**src/rtl/dat_tx_framer.sv**
```systemverilog
// Transmit-side DAT0 framer: pops 32-bit words from the data FIFO and serialises one
// SD block as start bit, data MSB-first, CRC16 (x^16+x^12+x^5+1) and end bit.
module dat_tx_framer #(
    parameter int          MAX_WORDS = 128,
    parameter logic [15:0] CRC_INIT  = 16'h0000
) (
    input  logic        iClock,
    input  logic        iReset,
    input  logic        iBit_en,
    input  logic        iStart,
    input  logic [7:0]  iBlock_words,
    input  logic [31:0] iFIFO_data,
    input  logic        iFIFO_empty,
    output logic        oFIFO_read,
    output logic        oDat,
    output logic        oDat_oe,
    output logic        oBusy,
    output logic        oDone,
    output logic        oUnderrun,
    output logic [15:0] oCrc
);

    typedef enum logic [2:0] {
        S_IDLE,
        S_PREFETCH,
        S_START,
        S_DATA,
        S_CRC,
        S_END,
        S_DONE
    } state_t;

    state_t      state_q;
    logic [7:0]  fetch_left_q;
    logic [7:0]  send_left_q;
    logic [31:0] shift_q;
    logic [31:0] buf_q;
    logic        buf_full_q;
    logic        pend_q;
    logic        starve_q;
    logic [4:0]  bit_idx_q;
    logic [15:0] crc_q;
    logic [15:0] crc_out_q;
    logic        dat_q;
    logic        oe_q;
    logic        busy_q;
    logic        done_q;
    logic        underrun_q;

    logic [7:0]  n_words;
    logic        fifo_read;

    function automatic logic [15:0] crc_step(input logic [15:0] crc, input logic bit_in);
        logic fb;
        fb = crc[15] ^ bit_in;
        return {crc[14:0], 1'b0} ^ (fb ? 16'h1021 : 16'h0000);
    endfunction

    assign n_words = (iBlock_words == 8'd0 || iBlock_words > 8'(MAX_WORDS))
                   ? 8'(MAX_WORDS) : iBlock_words;

    // At most one pop in flight; data arrives the cycle after the strobe (pend_q).
    always_comb begin
        fifo_read = 1'b0;
        if (!iFIFO_empty && !pend_q && fetch_left_q != 8'd0) begin
            if (state_q == S_PREFETCH) begin
                fifo_read = 1'b1;
            end else if (state_q == S_DATA && !buf_full_q && !starve_q) begin
                fifo_read = 1'b1;
            end
        end
    end

    always_ff @(posedge iClock or negedge iReset) begin
        if (!iReset) begin
            state_q      <= S_IDLE;
            fetch_left_q <= '0;
            send_left_q  <= '0;
            shift_q      <= '0;
            buf_q        <= '0;
            buf_full_q   <= 1'b0;
            pend_q       <= 1'b0;
            starve_q     <= 1'b0;
            bit_idx_q    <= '0;
            crc_q        <= '0;
            crc_out_q    <= '0;
            dat_q        <= 1'b1;
            oe_q         <= 1'b0;
            busy_q       <= 1'b0;
            done_q       <= 1'b0;
            underrun_q   <= 1'b0;
        end else begin
            done_q     <= 1'b0;
            underrun_q <= 1'b0;
            pend_q     <= fifo_read;
            if (fifo_read) begin
                fetch_left_q <= fetch_left_q - 8'd1;
            end

            unique case (state_q)
                S_IDLE: begin
                    dat_q <= 1'b1;
                    oe_q  <= 1'b0;
                    if (iStart) begin
                        fetch_left_q <= n_words;
                        send_left_q  <= n_words;
                        crc_q        <= CRC_INIT;
                        buf_full_q   <= 1'b0;
                        starve_q     <= 1'b0;
                        busy_q       <= 1'b1;
                        state_q      <= S_PREFETCH;
                    end
                end

                S_PREFETCH: begin
                    if (pend_q) begin
                        shift_q   <= iFIFO_data;
                        bit_idx_q <= '0;
                        state_q   <= S_START;
                    end
                end

                S_START: begin
                    if (iBit_en) begin
                        dat_q   <= 1'b0;
                        oe_q    <= 1'b1;
                        state_q <= S_DATA;
                    end
                end

                S_DATA: begin
                    if (starve_q) begin
                        // Bit 0 of a starved word has gone out; abandon the block.
                        underrun_q <= 1'b1;
                        oe_q       <= 1'b0;
                        dat_q      <= 1'b1;
                        busy_q     <= 1'b0;
                        starve_q   <= 1'b0;
                        buf_full_q <= 1'b0;
                        state_q    <= S_IDLE;
                    end else begin
                        if (pend_q) begin
                            buf_q      <= iFIFO_data;
                            buf_full_q <= 1'b1;
                        end
                        if (iBit_en) begin
                            dat_q     <= shift_q[31];
                            crc_q     <= crc_step(crc_q, shift_q[31]);
                            shift_q   <= {shift_q[30:0], 1'b0};
                            bit_idx_q <= bit_idx_q + 5'd1;
                            if (bit_idx_q == 5'd31) begin
                                send_left_q <= send_left_q - 8'd1;
                                if (send_left_q == 8'd1) begin
                                    state_q <= S_CRC;
                                end else if (buf_full_q) begin
                                    shift_q    <= buf_q;
                                    buf_full_q <= 1'b0;
                                end else if (pend_q) begin
                                    // Word landing this very cycle bypasses the buffer.
                                    shift_q    <= iFIFO_data;
                                    buf_full_q <= 1'b0;
                                end else begin
                                    starve_q <= 1'b1;
                                end
                            end
                        end
                    end
                end

                S_CRC: begin
                    if (iBit_en) begin
                        dat_q     <= crc_q[4'd15 - bit_idx_q[3:0]];
                        bit_idx_q <= bit_idx_q + 5'd1;
                        if (bit_idx_q[3:0] == 4'd15) begin
                            state_q <= S_END;
                        end
                    end
                end

                S_END: begin
                    if (iBit_en) begin
                        dat_q     <= 1'b1;
                        done_q    <= 1'b1;
                        busy_q    <= 1'b0;
                        crc_out_q <= crc_q;
                        state_q   <= S_DONE;
                    end
                end

                S_DONE: begin
                    oe_q    <= 1'b0;
                    dat_q   <= 1'b1;
                    state_q <= S_IDLE;
                end

                default: begin
                    state_q <= S_IDLE;
                end
            endcase
        end
    end

    assign oFIFO_read = fifo_read;
    assign oDat       = dat_q;
    assign oDat_oe    = oe_q;
    assign oBusy      = busy_q;
    assign oDone      = done_q;
    assign oUnderrun  = underrun_q;
    assign oCrc       = crc_out_q;

endmodule
```
**config.mk**
```make
export PLATFORM = sky130hd
export DESIGN_NAME = dat_tx_framer
export DESIGN_NICKNAME = d
export VERILOG_FILES = /design/src/rtl/dat_tx_framer.sv
export SDC_FILE = /design/constraint.sdc
export NUM_CORES = 1
export LEC_CHECK = 0
export ABC_AREA = 0
export CAP_MARGIN = 20
export CORE_UTILIZATION = 50
export CTS_CLUSTER_DIAMETER = 40
export DETAILED_ROUTE_END_ITERATION = 6
export MAX_ROUTING_LAYER = met4
export PLACE_DENSITY = 0.72
export SYNTH_ARGS = -nofsm -noshare
export SYNTH_HDL_FRONTEND = slang
export SYNTH_SLANG_ARGS = --single-unit
```
**constraint.sdc**
```tcl
create_clock -name iClock -period 4.3 [get_ports iClock]
set_input_delay 1.29 -clock iClock [delete_from_list [all_inputs] [get_ports iClock]]
set_output_delay 1.29 -clock iClock [all_outputs]
set_load 0.01 [all_outputs]
```
# Word-level counts from Yosys, hierarchy flattened
# Index checks and enable logic that the tools add are counted.
# totals
ff_bits,128
output_inout_bits,22
wordCells,149
# classes
n_addsub,4
order_cmp,2
eq_ne,22
mux,72
bitwise,3
n_reduce_logical,30
# ops
operator,count
two-way mux 32 bit,7
two-way mux 8 bit,8
case mux 32 bit (2 select lines),1
two-way mux 16 bit,3
case mux 16 bit (2 select lines),1
two-way mux 3 bit,10
two-way mux 1 bit,29
"inequality test 2 bit, second input constant",9
case mux 3 bit (6 select lines),1
case mux 8 bit (2 select lines),1
"subtractor 8 x 1 -> 8 bit, second input constant",2
XOR 16 x 13 -> 16 bit,1
two-way mux 5 bit,3
case mux 5 bit (3 select lines),1
two-way mux 13 bit,1
AND reduction 4 bit,3
AND reduction 5 bit,2
"== test 3 bit, second input constant",3
AND reduction 3 bit,3
AND reduction 9 bit,1
nonzero test 3 bit,3
"== test 8 x 1 -> 1 bit, second input constant",1
"> comparator 8 bit, second input constant",1
zero test 8 bit,1
other kinds (25),37

# Depth between registers and ports, before layout
# Gate-level depths: netlist of run 1.
# depth
word_depth,9
ltp_mapped,9

# Worst setup path before layout of run 1
# Ideal clock, no wire load.
# synth_timing
kind,in2out
from,input port iFIFO_empty
to,output port oFIFO_read
arrival_ns,1.803
t_required_ns,3.010
slack_ns,1.207
cell_stages,3
n_path_buf,0
path_cell_list,nor2_1 > o2111ai_4 > inv_1
# synth_via
elab_chain_cells,4
# synth_lines
element,line_no,rtl
start: declaration,13,"input logic iFIFO_empty,"
zero test 1 bit,65,if (!iFIFO_empty && !pend_q && fetch_left_q != 8'd0) begin
logical AND 1 bit (2 in series),65,
two-way mux 1 bit,65,
end: declaration,14,"output logic oFIFO_read,"
# Every way passes these cells.

# Worst setup path in the final report of run 1
# Ends and elaborated chain as after synthesis.

==> results of run 1 <==
-- worst paths after layout --
kind,start,to,slack (ns)
max,iFIFO_empty,oFIFO_read,0.26
min,buf_q[31]$_DFFE_PN0P_,buf_q[31]$_DFFE_PN0P_,0.48
max reg2reg,bit_idx_q[0]$_DFFE_PN0P_,shift_q[27]$_DFFE_PN0P_,1.42
min reg2reg,buf_q[31]$_DFFE_PN0P_,buf_q[31]$_DFFE_PN0P_,0.48
max in group asynchronous,iReset,crc_q[11]$_DFFE_PN0P_,2.83
min in group asynchronous,iReset,shift_q[7]$_DFFE_PN0P_,0.98
-- cells by family (layout without fill, tap and decap cells) --
| kind of cell | after synthesis | after routing |
|---|---|---|
| AOI/OAI and AO/OA | 161 | 161 |
| buffers and inverters | 52 | 118 |
| DFF | 128 | 128 |
| adders and majority gates | 6 | 6 |
| and+or+nand+nor | 207 | 207 |
| muxes | 40 | 40 |
| xor gates and xnor gates | 10 | 10 |
-- metrics by stage --
step / instances / instance area [sq um]
4_1_cts: 837 / 7530
3_3_place_gp: 808 / 6930
6_report: 838 / 7550
3_5_place_dp: 808 / 6930
2_1_floorplan: 604 / 6190
5_1_grt: 838 / 7550
-- power by group through the flow --
stage	combinational, W	clock [W]	sequential, W
2_1_floorplan	0.00137	0	0.00196
3_3_place_gp	0.00167	0	0.00204
3_5_place_dp	0.00173	0	0.00206
4_1_cts	0.00175	0.00149	0.00206
5_1_grt	0.00196	0.00154	0.00212
6_report	0.00177	0.00147	0.00206
-- routing by layer --
| layer | vias to the layer above | share of wire [%] |
|---|---|---|
| met5 | - | 0 |
| li1 | 2269 | - |
| met4 | 0 | 1.7 |
| met2 | 153 | 47 |
| met3 | 20 | 4.7 |
| met1 | 2396 | 47 |
-- registers in the layout (all words and copies together) (netlist names), 3 cells and up --
name and cells:
fetch_left_q 8, crc_q 16, buf_q 32, oCrc 16, state_q 3, bit_idx_q 5, send_left_q 8, shift_q 32
-- tightest hold or removal path, delay by kind of cell (launching register included) --
family	cells	cell delay [ns]
AO/OA/AOI/OAI	1	0.06
flip-flops	1	0.34
AND/OR/NAND/NOR	1	0.04
-- cell usage in the layout (no fill, tap or decap), types with 4 or more instances in the layout --
cell type,n
nor3_1,5
nor2b_1,5
a21oi_2,5
nand2b_1,5
buf_4,9
xnor2_1,7
o22ai_1,62
ha_1,6
dfrtp_1,127
clkbuf_16,17
nand3b_1,7
inv_1,11
nor4_1,4
a31oi_1,4
nor2_1,46
a22o_1,8
nand3_1,5
mux2i_1,4
o21ai_1,8
mux2_2,32
clkbuf_8,5
a21oi_1,11
o21ai_0,37
clkdlybuf4s50_1,65
o31ai_1,4
nand2_1,102
-- area by class of cell --
type	instances	share of cell area [%]
clock buffer	24	6.65
clock inverter	5	1.36
inverter	13	0.646
multi-input combinational	424	36.1
sequential	128	42.4
tap	168	2.78
timing repair buffer	76	9.98
==> flow_metrics.py, run 1 <==
metrics = {
    "outcome": {
        "status": "completed",
    },
    "power_and_ir_drop": {
        "power.switching_w": 0.00180,
        "p_comb_share_pct": 33.4,
        "power_w": 0.00531,
        "p_leak_nw": 3.17,
        "p_int_w": 0.00350,
        "p_sw_share_pct": 34.0,
        "p_seq_share_pct": 38.9,
        "p_clk_share_pct": 27.8,
        "power_density_nw_per_um2": 703,
        "ir_worst_vdd_mv": 0.301,
    },
    "synthesis": {
        "syn_avg_cell_area_sq_um": 10.2,
        "synth_cell_types": 64,
        "synth_area_leaders": "dfrtp_1, o22ai_1, nand2_1, mux2_2, o21ai_0",
        "synth_fa_ha_area_share_pct": 1.21,
        "async_flop_share_pct": 100,
        "syn_area_sq_um": 6190,
        "synth_warnings": 0,
        "synth.largest_area_cell": "dfrtp_1",
        "yosys.area_share.simple_pct": 16.6,
        "synth_common_cells": "dfrtp_1, nand2_1, o22ai_1, nor2_1, o21ai_0",
        "synth_top_area_share_pct": 51.4,
        "synth_edf_count": 0,
        "ys_ff_latch": 128,
        "synth_compound_area_share_pct": 17.1,
        "synth_top_family_by_area": "compound AO/OA/AOI/OAI gates",
        "synth_flop_cell": "dfrtp_1",
        "synth_xor_area_share_pct": 1.42,
        "synth_fp_nets": 655,
        "synthMuxAreaShare_pct": 7.80,
        "synth-seq-area-share_pct": 51.8,
        "yosysMostFrequentCell": "dfrtp_1",
        "syn_inst": 604,
    },
    "layout": {
        "diodes": 0,
        "area_growth_pct": 22.0,
        "fin_util_pct": 62.6,
        "final_layout_size_suffix_gt1_share_pct": 14.8,
        "seqCellArea_sq_um": 3200,
        "multi_input_area_sq_um": 2730,
        "nets": 711,
        "nFillCells": 981,
    },
    "global_route": {
        "grt_overflow": 0,
        "grt_max_degree": 129,
        "met2_usage_pct": 35.7,
        "grt_pass1_wl_um": 22800,
        "grt_pass1_vias": 4683,
        "met1_usage_pct": 31.6,
        "grt.busiest_layer": "met2",
        "antenna_found_initial": 0,
        "grt.total_usage_pct": 23.5,
        "grtUsageMet3_pct": 4.23,
    },
    "timing": {
        "timing.setup.tns_ns": 0,
        "timing.slew.headroom_pct": 29.2,
        "rsz0062_at_grt": "false",
        "final.setup.worst_slack_ns": 0.263,
        "min_period_ns": 4.04,
        "worstMarginPinSlew_ns": 1.06,
        "setup_viol": 0,
        "fmax_mhz": 248,
        "timing.hold.ws_ns": 0.481,
        "hold_viol": 0,
        "fin_crit_sh_pct": 93.9,
        "clock_skew_ns": 0.00943,
        "slew_violations": 0,
    },
    "detailed_routing": {
        "drc_errors": 0,
        "detail-route-antenna-nets": 0,
        "dr.first_iter.drc_count": 396,
        "viasPerCell": 5.77,
        "route.vias.total": 4838,
        "wl_um": 14000,
        "routedWlPerCell_um": 16.7,
        "drtPass1Iterations": 5,
    },
    "critical_path": {
        "crit_buf_inv": 3,
        "cp_slowest_stage_delay_ns": 0.53,
        "end_kind": "primary output",
        "crit_path_frequent_cell": "clkdlybuf4s50_1",
        "critPathArrivalTime_ns": 2.75,
        "critical_path_depth": 5,
        "cp_slowest_cell": "clkdlybuf4s50_1",
        "r2r_cells": 9,
        "critPathKind": "primary input to primary output",
        "cp.required_ns": 3.01,
        "path_cells": "clkdlybuf4s50_1 -> nor2_1 -> o2111ai_4 -> inv_1 -> clkdlybuf4s50_1",
        "start_kind": "primary input",
        "crit_family": "buffers and inverters",
        "crit_fanout": 8,
    },
    "hold_path": {
        "hold-path-cell-count": 2,
        "worstHoldPathType": "register to register",
    },
    "clock_tree": {
        "postCtsResizedCells": 0,
        "cts_tree": "built",
        "cts_buffer_depth": 2,
        "numCtsBuffers": 17,
        "cts.sinks": 128,
        "clk_latency_ns": 0.42,
        "cts_root_buf": "clkbuf_16",
        "htreeDepth": 4,
        "cts_setup_buffers": 0,
        "cts_hold_buf": 0,
        "clk_pin_slew_ns": 0.05,
    },
    "placed_design": {
        "pre_cts_ws_ns": 0.247,
        "dp_hpwl_um": 8610,
        "portBuffers": 66,
        "gp_congestion": 0.843,
    },
    "flow_run": {
        "drv_cap": 0,
    },
    "floorplanning": {
        "rows": 40,
        "die_x_um": 113,
        "start_util_pct": 51.3,
        "die_area_sq_um": 12800,
        "fp.coreArea_sq_um": 12100,
        "die_h_um": 113,
        "io_pins": 67,
    },
}
No activity file was read; power rests on OpenSTA's default activity.
==> inputs of run 2 (changes only) <==
--- a/config.mk
+++ b/config.mk
@@ -7,11 +7,14 @@
 export LEC_CHECK = 0
 export ABC_AREA = 0
 export CAP_MARGIN = 20
-export CORE_UTILIZATION = 50
+export CELL_PAD_IN_SITES_DETAIL_PLACEMENT = 1
+export CELL_PAD_IN_SITES_GLOBAL_PLACEMENT = 2
+export CORE_MARGIN = 2
+export CORE_UTILIZATION = 39
 export CTS_CLUSTER_DIAMETER = 40
 export DETAILED_ROUTE_END_ITERATION = 6
 export MAX_ROUTING_LAYER = met4
-export PLACE_DENSITY = 0.72
+export PLACE_DENSITY_LB_ADDON = 0.1
 export SYNTH_ARGS = -nofsm -noshare
 export SYNTH_HDL_FRONTEND = slang
 export SYNTH_SLANG_ARGS = --single-unit
==> flow_metrics.py, run 2 (synthesis gave the netlist of run 1 again) <==
metrics = {
    "layout": {
        "top_regs": "buf_q (32), shift_q (32)",
        "multi_input_area_sq_um": 2730,
        "diodes": 0,
        "seqCellArea_sq_um": 3200,
        "final_layout_size_suffix_gt1_share_pct": 15.6,
        "area_growth_pct": 24.1,
        "nets": 713,
        "final_cell_mix": "dfrtp_1, nand2_1, clkdlybuf4s50_1, o22ai_1, nor2_1",
        "nFillCells": 1717,
        "layout_commonest_cell": "dfrtp_1",
    },
    "timing": {
        "clock_skew_ns": 0.00846,
        "rsz0062_at_grt": "false",
        "setup_viol": 0,
        "worstMarginPinSlew_ns": 0.884,
        "timing.slew.headroom_pct": 40.9,
        "fin_crit_sh_pct": 94.7,
        "timing.setup.tns_ns": 0,
        "min_period_ns": 4.07,
        "slew_violations": 0,
        "fmax_mhz": 246,
        "hold_viol": 0,
        "timing.hold.ws_ns": 0.469,
    },
    "floorplanning": {
        "die_h_um": 130,
        "die_x_um": 130,
        "io_pins": 67,
        "fp.coreArea_sq_um": 15700,
        "rows": 46,
        "die_area_sq_um": 16900,
        "start_util_pct": 39.4,
    },
    "flow_run": {
        "drv_cap": 0,
    },
    "hold_path": {
        "hold-path-cell-count": 2,
        "hold_end": "oCrc[8]$_DFFE_PN0P_",
        "worstHoldPathType": "register to register",
        "min-delay-start": "oCrc[8]$_DFFE_PN0P_",
    },
    "critical_path": {
        "critPathKind": "primary input to primary output",
        "reg2reg_to": "shift_q[31]$_DFFE_PN0P_",
        "r2r_slack_ns": 1.72,
        "crit_fanout": 8,
        "cp_slowest_stage_delay_ns": 0.54,
        "cp.required_ns": 3.01,
        "cp_slowest_cell": "clkdlybuf4s50_1",
        "crit_path_frequent_cell": "clkdlybuf4s50_1",
        "path_cells": "clkdlybuf4s50_1 -> nor2_1 -> o2111ai_4 -> inv_1 -> clkdlybuf4s50_1",
        "start_kind": "primary input",
        "r2r_cells": 9,
        "critPathArrivalTime_ns": 2.78,
        "rr_startpoint": "bit_idx_q[0]$_DFFE_PN0P_",
        "end_kind": "primary output",
    },
    "clock_tree": {
        "postCtsResizedCells": 0,
        "clk_latency_ns": 0.41,
        "cts_hold_buf": 0,
        "clk_pin_slew_ns": 0.05,
        "cts_buffer_depth": 2,
        "cts_tree": "built",
        "cts_setup_buffers": 0,
        "cts.sinks": 128,
        "cts_root_buf": "clkbuf_16",
        "numCtsBuffers": 17,
        "htreeDepth": 4,
    },
    "outcome": {
        "status": "completed",
    },
    "detailed_routing": {
        "dr.first_iter.drc_count": 198,
        "drtPass1Iterations": 4,
        "drc_errors": 0,
        "route.vias.total": 4816,
        "detail-route-antenna-nets": 0,
        "viasPerCell": 5.41,
        "wl_um": 15800,
        "routedWlPerCell_um": 17.7,
    },
    "global_route": {
        "grt_overflow": 0,
        "grt_max_degree": 79,
        "antenna_found_initial": 0,
        "grt_pass1_vias": 5149,
        "grt.total_usage_pct": 20.7,
        "grt_pass1_wl_um": 26400,
    },
    "power_and_ir_drop": {
        "p_leak_nw": 3.21,
        "ir_worst_vdd_mv": 0.350,
        "power_density_nw_per_um2": 712,
    },
    "placed_design": {
        "dp_hpwl_um": 10100,
        "gp_congestion": 0.794,
        "portBuffers": 66,
    },
}
[run 2: worst max-delay path by stage]
stage | start | endpoint | slack, ns
after CTS | iFIFO_empty | oFIFO_read | 0.21
after detailed placement | iFIFO_empty | oFIFO_read | 0.21
after global placement | iFIFO_empty | oFIFO_read | 0.27
final | iFIFO_empty | oFIFO_read | 0.23
after floorplan | iFIFO_empty | oFIFO_read | 1.21
after global routing | iFIFO_empty | oFIFO_read | 0.14
[run 2: worst max-delay path, delay by kind of cell]
family | cells | cell delay, ns
AO/OA/AOI/OAI | 1 | 0.23
buffers and inverters | 3 | 1.05
AND/OR/NAND/NOR | 1 | 0.21
[run 2: power breakdown]
group | switching [W] | leakage [nW] | total [W] | internal [W]
Combinational | 0.000965 | 1.30 | 0.00182 | 0.000854
Clock | 0.000530 | 0.320 | 0.00158 | 0.00105
Sequential | 0.000378 | 1.59 | 0.00207 | 0.00169
Total | 0.00187 | 3.21 | 0.00547 | 0.00359
[run 2: per-stage QoR]
step / instance area (sq um) / total power (W) / worst slack [ns] / utilization, % / std cells
floorplan: 6190 / 0.00333 / 1.21 / - / 604
global placement: 7000 / 0.00378 / 0.267 / 44.6 / 858
detailed placement: 7030 / 0.00391 / 0.213 / 44.8 / 859
CTS: 7680 / 0.00554 / 0.212 / 48.9 / 891
global route: 7680 / 0.00584 / 0.136 / 48.9 / 891
finish: 7680 / 0.00547 / 0.230 / 48.9 / 891
[run 2: layout make-up]
type,instances,area share (%)
clock inverter,9,1.97
inverter,13,0.635
timing repair buffer,78,10.2
multi-input combinational,424,35.5
tap,216,3.52
clock buffer,23,6.48
sequential,128,41.7
[run 2: per-layer routing]
layer / track usage [%] / wire length, um / vias up
met1: 26.4 / 7520 / 2462
met4: 5.57 / 151 / 0
met2: 33.4 / 7760 / 63
met5: - / 0 / -
met3: 4.63 / 371 / 9
li1: - / - / 2282
